--- config.mk ---
export PLATFORM = sky130hd
export DESIGN_NAME = w5300_int_service
export DESIGN_NICKNAME = d
export VERILOG_FILES = /design/src/rtl/w5300_int_service.sv
export SDC_FILE = /design/constraint.sdc
export NUM_CORES = 1
export LEC_CHECK = 0
export CORE_MARGIN = 2
export CORE_UTILIZATION = 47
export DETAILED_ROUTE_END_ITERATION = 7
export PLACE_DENSITY = 0.91
export SYNTH_ARGS = -nofsm -noshare
export SYNTH_HDL_FRONTEND = slang
export SYNTH_SLANG_ARGS = --single-unit
--- constraint.sdc ---
create_clock -name clk -period 5.4 [get_ports clk]
set_input_delay 1.08 -clock clk [delete_from_list [all_inputs] [get_ports clk]]
set_output_delay 1.08 -clock clk [all_outputs]
set_load 0.02 [all_outputs]
--- src/rtl/w5300_int_service.sv ---
// W5300 interrupt service sequencer: reads IR, then reads and write-1-to-clears
// Sn_IR for every enabled, flagged socket, reporting each read as an event.
module w5300_int_service #(
    parameter logic [7:0] SOCKET_MASK     = 8'h01,
    parameter int         INT_SYNC_STAGES = 2
) (
    input  logic        clk,
    input  logic        rst_n,
    input  logic        int_n,
    output logic [5:0]  lut_index,
    input  logic [26:0] lut_rd_word,
    input  logic [26:0] lut_wr_word,
    output logic        cmd_valid,
    input  logic        cmd_ready,
    output logic [26:0] cmd_data,
    input  logic        rsp_valid,
    input  logic [15:0] rsp_data,
    output logic        evt_valid,
    output logic [3:0]  evt_src,
    output logic [15:0] evt_flags,
    output logic        busy
);

    typedef enum logic [3:0] {
        IDLE, IR_RD, IR_WAIT, IR_WR, IR_WACK, SCAN,
        SN_RD, SN_WAIT, SN_WR, SN_WACK, DONE
    } state_t;

    state_t                     state;
    logic [INT_SYNC_STAGES-1:0] sync_q;
    logic                       int_low;
    logic [15:0]                ir;
    logic [15:0]                sf;
    logic [2:0]                 n;
    logic                       resume;
    logic                       lut_wr_unused;

    // Chain resets to 1 so a released reset never looks like a pending interrupt.
    // NOTE: sequential state uses non-blocking assignments so every flop samples pre-edge values.
    always_ff @(posedge clk or negedge rst_n) begin
        if (!rst_n) sync_q <= '1;
        else        sync_q <= {sync_q[INT_SYNC_STAGES-2:0], int_n};
    end

    assign int_low       = ~sync_q[INT_SYNC_STAGES-1];
    assign busy          = (state != IDLE);
    assign lut_wr_unused = ^lut_wr_word[15:0];
    assign resume        = rsp_valid && ((state == SN_WAIT && rsp_data == 16'h0000) || state == SN_WACK);

    // The command word comes straight from registered state and the combinational LUT,
    // so it holds steady for as long as the bus engine stalls.
    // NOTE: default assignment first so no path through always_comb infers a latch.
    always_comb begin
        cmd_data = '0;
        if (cmd_valid) begin
            case (state)
                IR_RD, SN_RD: cmd_data = lut_rd_word;
                IR_WR:        cmd_data = {lut_wr_word[26:16], ir[15:8], 8'h00};
                SN_WR:        cmd_data = {lut_wr_word[26:16], sf};
                default:      cmd_data = '0;
            endcase
        end
    end

    always_ff @(posedge clk or negedge rst_n) begin
        if (!rst_n) begin
            state     <= IDLE;
            ir        <= '0;
            sf        <= '0;
            n         <= '0;
            lut_index <= '0;
            cmd_valid <= 1'b0;
            evt_valid <= 1'b0;
            evt_src   <= '0;
            evt_flags <= '0;
        end else begin
            evt_valid <= 1'b0;
            case (state)
                IDLE: if (int_low) begin
                    lut_index <= '0;
                    cmd_valid <= 1'b1;
                    state     <= IR_RD;
                end
                IR_RD: if (cmd_ready) begin
                    cmd_valid <= 1'b0;
                    state     <= IR_WAIT;
                end
                IR_WAIT: if (rsp_valid) begin
                    ir        <= rsp_data;
                    evt_valid <= 1'b1;
                    evt_src   <= 4'd0;
                    evt_flags <= rsp_data;
                    n         <= '0;
                    if (rsp_data[15:8] != 8'h00) begin
                        cmd_valid <= 1'b1;
                        state     <= IR_WR;
                    end else begin
                        state <= SCAN;
                    end
                end
                IR_WR: if (cmd_ready) begin
                    cmd_valid <= 1'b0;
                    state     <= IR_WACK;
                end
                IR_WACK: if (rsp_valid) begin
                    n     <= '0;
                    state <= SCAN;
                end
                SCAN: begin
                    if (ir[n] && SOCKET_MASK[n]) begin
                        lut_index <= {3'b000, n} + 6'd1;
                        cmd_valid <= 1'b1;
                        state     <= SN_RD;
                    end else if (n == 3'd7) begin
                        state <= DONE;
                    end else begin
                        n <= n + 3'd1;
                    end
                end
                SN_RD: if (cmd_ready) begin
                    cmd_valid <= 1'b0;
                    state     <= SN_WAIT;
                end
                SN_WAIT: if (rsp_valid) begin
                    sf        <= rsp_data;
                    evt_valid <= 1'b1;
                    evt_src   <= {1'b0, n} + 4'd1;
                    evt_flags <= rsp_data;
                    if (rsp_data != 16'h0000) begin
                        cmd_valid <= 1'b1;
                        state     <= SN_WR;
                    end
                end
                SN_WR: if (cmd_ready) begin
                    cmd_valid <= 1'b0;
                    state     <= SN_WACK;
                end
                SN_WACK: ;
                DONE:    state <= IDLE;
                default: state <= IDLE;
            endcase

            // Socket finished (read-only or read+clear): move on to the next candidate.
            if (resume) begin
                lut_index <= '0;
                if (n == 3'd7) begin
                    state <= DONE;
                end else begin
                    n     <= n + 3'd1;
                    state <= SCAN;
                end
            end
        end
    end

endmodule

==> results of run 1 <==
-- Yosys cell counts, types with 3 or more instances --
| cell | number |
|---|---|
| clkbuf_1 | 8 |
| nand3_1 | 5 |
| dfrtp_1 | 61 |
| inv_1 | 7 |
| mux2_2 | 32 |
| a222oi_1 | 8 |
| nor2_1 | 18 |
| and2_1 | 3 |
| nor4_1 | 3 |
| buf_2 | 10 |
| nand2_1 | 56 |
| and3_1 | 4 |
| ha_1 | 4 |
| a22oi_1 | 20 |
| o21ai_0 | 9 |
| nor2b_1 | 21 |
| nand4_1 | 3 |
| buf_4 | 4 |
| a21oi_1 | 7 |
| a22o_1 | 7 |
-- routing by layer --
metal | vias to the layer above | GRT usage
met4 | 0 | 0.09917
met3 | 19 | 0.06250
li1 | 1394 | -
met1 | 1491 | 0.3082
met2 | 152 | 0.3896
met5 | - | 0
-- power breakdown --
part / leakage (nW) / switching [mW] / internal, mW
sequential: 0.794 / 0.195 / 0.676
combinational: 1.08 / 0.648 / 0.647
clock: 0.0942 / 0.175 / 0.200
total: 1.97 / 1.02 / 1.52
-- how the worst max path moves through the flow --
| stage | startpoint | endpoint | cells past startpoint |
|---|---|---|---|
| floorplan | state[3] | cmd_data[10] | 8 |
| global placement | state[2] | cmd_data[12] | 7 |
| detailed placement | state[2] | cmd_data[10] | 7 |
| CTS | state[2] | cmd_data[13] | 7 |
| global route | state[2] | cmd_data[10] | 7 |
| finish | state[2] | cmd_data[13] | 7 |
-- layout make-up --
| type | instances | area [um2] | area share |
|---|---|---|---|
| clock buffers | 12 | 165.2 | 0.03532 |
| clock inverters | 3 | 17.52 | 0.003746 |
| inverters | 9 | 33.78 | 0.007225 |
| multi-input cells | 236 | 1622 | 0.3468 |
| flip-flops and latches | 63 | 1579 | 0.3377 |
| well taps | 96 | 120.1 | 0.02569 |
| repair buffers | 115 | 1139 | 0.2435 |
-- critical path, delay by kind of cell (launching register included) --
kind                   cells  cell delay [ns]
buffers and inverters      3             1.19
AOI/OAI and AO/OA          2             0.67
DFF                        1             0.66
and+or+nand+nor            2             0.53
-- through the flow --
step           setup slack (ns)  hold slack (ns)  total power [mW]
6_report                 0.9165           0.3559             2.540
5_1_grt                  0.6691           0.3585             2.693
4_1_cts                  0.9329           0.3570             2.547
3_5_place_dp              1.326           0.3472             2.162
3_3_place_gp              1.437           0.3481             2.103
2_1_floorplan             2.533           0.3452             1.664
-- layout by cell type (no fill, tap or decap), types with 2 or more instances in the layout --
cell type	count
a21oi_1	6
a21oi_2	2
a222oi_1	8
a22o_1	7
a22oi_1	20
and2_1	3
and3_1	4
buf_4	3
clkbuf_8	12
clkdlybuf4s50_1	111
clkinv_2	2
conb_1	2
dfrtp_1	61
dfstp_2	2
ha_1	4
inv_1	7
inv_2	2
mux2_2	32
nand2_1	56
nand3_1	5
nand4_1	3
nor2_1	18
nor2b_1	21
nor3_1	2
nor4_1	3
nor4_2	2
o211ai_1	2
o21ai_0	9
or3_1	2
-- cells by family after synthesis --
family	Yosys count	share of synthesized area
XOR/XNOR	1	0.002610
flip-flops	63	0.4705
AO/OA/AOI/OAI	68	0.1573
other	1	0.001117
AND/OR/NAND/NOR	127	0.1875
adder cells (fa/ha/maj)	4	0.01491
multiplexers	34	0.1175
buffers and inverters	34	0.04848
-- sequential cells by signal (all words and copies together), names as in the netlist --
name and cells:
ir 12, n 3, evt_valid 1, cmd_valid 1, state 4, lut_index 4, sf 16, evt_flags 16
evt_src 4, sync_q 2
==> results.yml, run 1 <==
clock_network:
  htreeDepth: 3
  postCtsSetupBuffers: 0
  path_clk_slew_ns: 0.07
  cts_buffers: 9
  cts_tree: "done"
  cts_sinks: 63
  clock_latency_ns: 0.34
  clk_path_buf_depth: 2
  clockRootBuffer: "clkbuf_8"
  hold_buffers: 0
  ctsResizeCount: 0
drt:
  top_layer_used: "met4"
  post_drt_wl_per_cell_um: 17.53
  num_vias: 3056
  drtPass1Iterations: 6
  wl_met3_um: 776
  met1_length_mm: 3.742
  drt_iter0_drc: 386
  drc_errors: 0
  vias_per_cell: 5.723
  final_antenna_net_count: 0
  wirelength_mm: 9.363
  dr_wl_met2_mm: 4.637
critical_path:
  crit_arrival_ns: 3.40
  r2r_start: "state[0]"
  critPathMaxFanout: 16
  end_kind: "output pin"
  required_ns: 4.32
  ff2ff_setup_slack_ns: 2.49
  worstReg2RegEnd: "evt_flags[6]"
  path_class: "flop to output pin"
  crit_slowest_cell: "dfrtp_1"
  worstPathCellList: "inv_1, or3_1, a21oi_2, buf_4, o21ai_2, nor2_1, clkdlybuf4s50_1"
  ff2ff_path_depth: 4
  start_kind: "flop"
  max_stage_delay_ns: 0.66
layout:
  num_antenna_cells: 0
  finalInstanceArea_um2: 4676
  fill_cells: 498
  stdcell_count: 534
  fin_util: 0.6807
  layout-drive-gt1-share: 0.1507
  num-nets-final: 513
  layout-area-overhead-vs-synth_pct: 39.34
placement:
  dpl.hpwl_mm: 6.699
  dp.cells: 519
  gp_congestion: 0.8883
  io_buffer_count: 112
  placed_area_um2: 4493
global_routing:
  grt_max_degree: 64
  grt_pass1_vias: 2949
  antenna_found_initial: 0
  track_usage: 0.2405
  grt-ovfl-total: 0
  grt_pass1_wl_mm: 14.36
logic_synthesis:
  synth_flop_cell: "dfrtp_1"
  synth_top_area_cell: "dfrtp_1"
  ys_async_sr_fraction: 1.000
  yosysWarnings: 0
  avgSynthCellArea_um2: 10.11
  syn_inst: 332
  yosysUniqueCellTypes: 55
  synth_top_area_share: 0.4549
  synth_edf_count: 0
  synth_area_leaders: "dfrtp_1, mux2_2, nand2_1"
  synth-seq-cells: 63
  synth_seq_area_share: 0.4705
  syn_area_um2: 3356
die:
  die_area_um2: 7831
  start_util: 0.4885
  die_h_um: 88.50
  num_rows: 30
  die_w_um: 88.50
  design.core.area_um2: 6869
  ioPinCount: 131
min_path:
  hold_path_startpoint: "sync_q[0]"
  min_path_type: "flop to flop"
  whs_endpoint: "sync_q[1]"
  hold_depth: 0
sta:
  clock_skew_ns: 0.008733
  fin_tns_setup_ns: 0
  finalHoldViolations: 0
  setup_viol: 0
  drv_slew: 0
  rsz0062_at_grt: "no"
  min_period_over_period: 0.8303
  fin_crit_ns: 4.484
  relSlewSlack: 0.4059
  fmax_mhz: 223.0
  worst_slew_pin_slew_ns: 0.8911
power_and_ir_drop:
  vdd.ir_drop.worst_uv: 296.1
  p_leak_nw: 1.966
  p_per_area_nw_per_um2: 543.2
job:
  drv_cap: 0
outcome:
  outcome: "complete, no violations"
Note: power is estimated with default switching activity, not from simulation.
==> run 2: changes to the inputs <==
Settings changed: CORE_UTILIZATION 47 to 44, PLACE_DENSITY 0.91 to 0.87.
Clock period 5.4 ns to 4.6 ns, I/O delays scaled along.
==> run 2 against run 1 <==
Sequential share of layout area fell by 0.40 points. Critical path depth is 2 lower. Combinational power up 20%. Critical endpoint is now cmd_data[14]. Critical path type unchanged.
==> results.yml, run 2 (synthesis gave the netlist of run 1 again) <==
layout:
  num-nets-final: 515
  num_antenna_cells: 0
  multi_input_area_um2: 1622
  layout-area-overhead-vs-synth_pct: 41.01
  layout_commonest_cell: "clkdlybuf4s50_1"
  stdcell_count: 540
  most-common-layout-cells: "clkdlybuf4s50_1, dfrtp_1, nand2_1"
  fill_cells: 569
  seq_area_um2: 1579
  layout-drive-gt1-share: 0.1565
  reg.largest.list: "evt_flags (16), sf (16), ir (12)"
  fin_util: 0.6455
die:
  start_util: 0.4578
  ioPinCount: 131
  die_h_um: 91.33
  die_area_um2: 8341
  num_rows: 31
  die_w_um: 91.33
  design.core.area_um2: 7331
clock_network:
  htreeDepth: 3
  path_clk_slew_ns: 0.08
  clk_path_buf_depth: 2
  cts_tree: "done"
  postCtsSetupBuffers: 0
  cts_buffers: 9
  cts_sinks: 63
  clock_latency_ns: 0.35
  clockRootBuffer: "clkbuf_8"
  ctsResizeCount: 0
  hold_buffers: 0
sta:
  worst_slew_pin_slew_ns: 1.018
  drv_slew: 0
  setup_viol: 0
  fin_tns_setup_ns: 0
  fin_crit_ns: 4.125
  min_period_over_period: 0.8966
  clock_skew_ns: 0.01103
  relSlewSlack: 0.3213
  finalHoldViolations: 0
  fmax_mhz: 242.5
  finalHoldWorstSlack_ns: 0.3603
  rsz0062_at_grt: "no"
min_path:
  min_path_type: "flop to flop"
global_routing:
  grt-ovfl-total: 0
  grt_max_degree: 33
  track_usage: 0.2265
  grt_pass1_wl_mm: 15.12
  antenna_found_initial: 0
  grt_pass1_vias: 3013
drt:
  final_antenna_net_count: 0
  num_vias: 3029
  wirelength_mm: 9.057
  drtPass1Iterations: 8
  vias_per_cell: 5.609
  post_drt_wl_per_cell_um: 16.77
  drc_errors: 0
  drt_iter0_drc: 283
power_and_ir_drop:
  p_leak_nw: 1.994
  power_mw: 3.081
  vdd.ir_drop.worst_uv: 306.9
  p_per_area_nw_per_um2: 651.1
critical_path:
  required_ns: 3.68
  crit_arrival_ns: 3.20
  start_kind: "flop"
  end_kind: "output pin"
  critPathMaxFanout: 23
  path_class: "flop to output pin"
outcome:
  outcome: "complete, no violations"
placement:
  dp.cells: 524
  gp_congestion: 0.8829
  dpl.hpwl_mm: 6.309
  io_buffer_count: 112
job:
  drv_cap: 0
run 2: changes by cell type in the layout (fill, tap and decap cells not counted), sizes merged:
cell	delta
clkinv	+2
buf	+2
inv	+1
bufinv	+2
clkbuf	-3
clkinvlp	-1
run 2: through the flow:
step / cell area, um2 / setup slack, ns
after global routing: 4732 / 0.2155
after floorplan: 3359 / 1.893
after global placement: 4512 / 0.8988
final: 4732 / 0.4755
after detailed placement: 4512 / 0.8766
after CTS: 4732 / 0.5032
run 2: path summary, 6_finish.rpt:
kind	startpoint	cells after the start	slack (ns)	to
min	sync_q[0]	0	0.36	sync_q[1]
min in group asynchronous	rst_n	1	0.61	ir[14]
max reg2reg	state[0]	4	1.73	evt_flags[7]
max	state[0]	5	0.48	cmd_data[14]
max in group asynchronous	rst_n	2	3.10	evt_flags[14]
min reg2reg	sync_q[0]	0	0.36	sync_q[1]
run 2: worst max-delay path, stage by stage (launching register included):
cell and delay (ns):
dfrtp_1 0.77, and3_1 0.52, or2_1 0.49, o21ai_2 0.25, nor2_1 0.19, clkdlybuf4s50_1 0.62
run 2: area by class of cell:
class                      count  area share
multi-input combinational    236      0.3427
sequential                    63      0.3337
timing repair buffer         117      0.2438
clock buffer                   9     0.02618
tap                           99     0.02618
clock inverter                 7     0.02036
inverter                       9    0.007139
run 2: power by group:
| part | internal (mW) | total [mW] | leakage, nW | switching, mW |
|---|---|---|---|---|
| sequential | 0.793 | 0.994 | 0.794 | 0.201 |
| combinational | 0.766 | 1.55 | 1.09 | 0.780 |
| clock | 0.307 | 0.541 | 0.114 | 0.234 |
run 2: metal layers:
layer  global-route usage  part of all wire  vias up
met5                    0                 0        -
met4              0.06944             0.013        0
met3              0.05643             0.090       17
met2               0.3685              0.47      160
met1               0.2989              0.43     1460
li1                     -                 -     1392
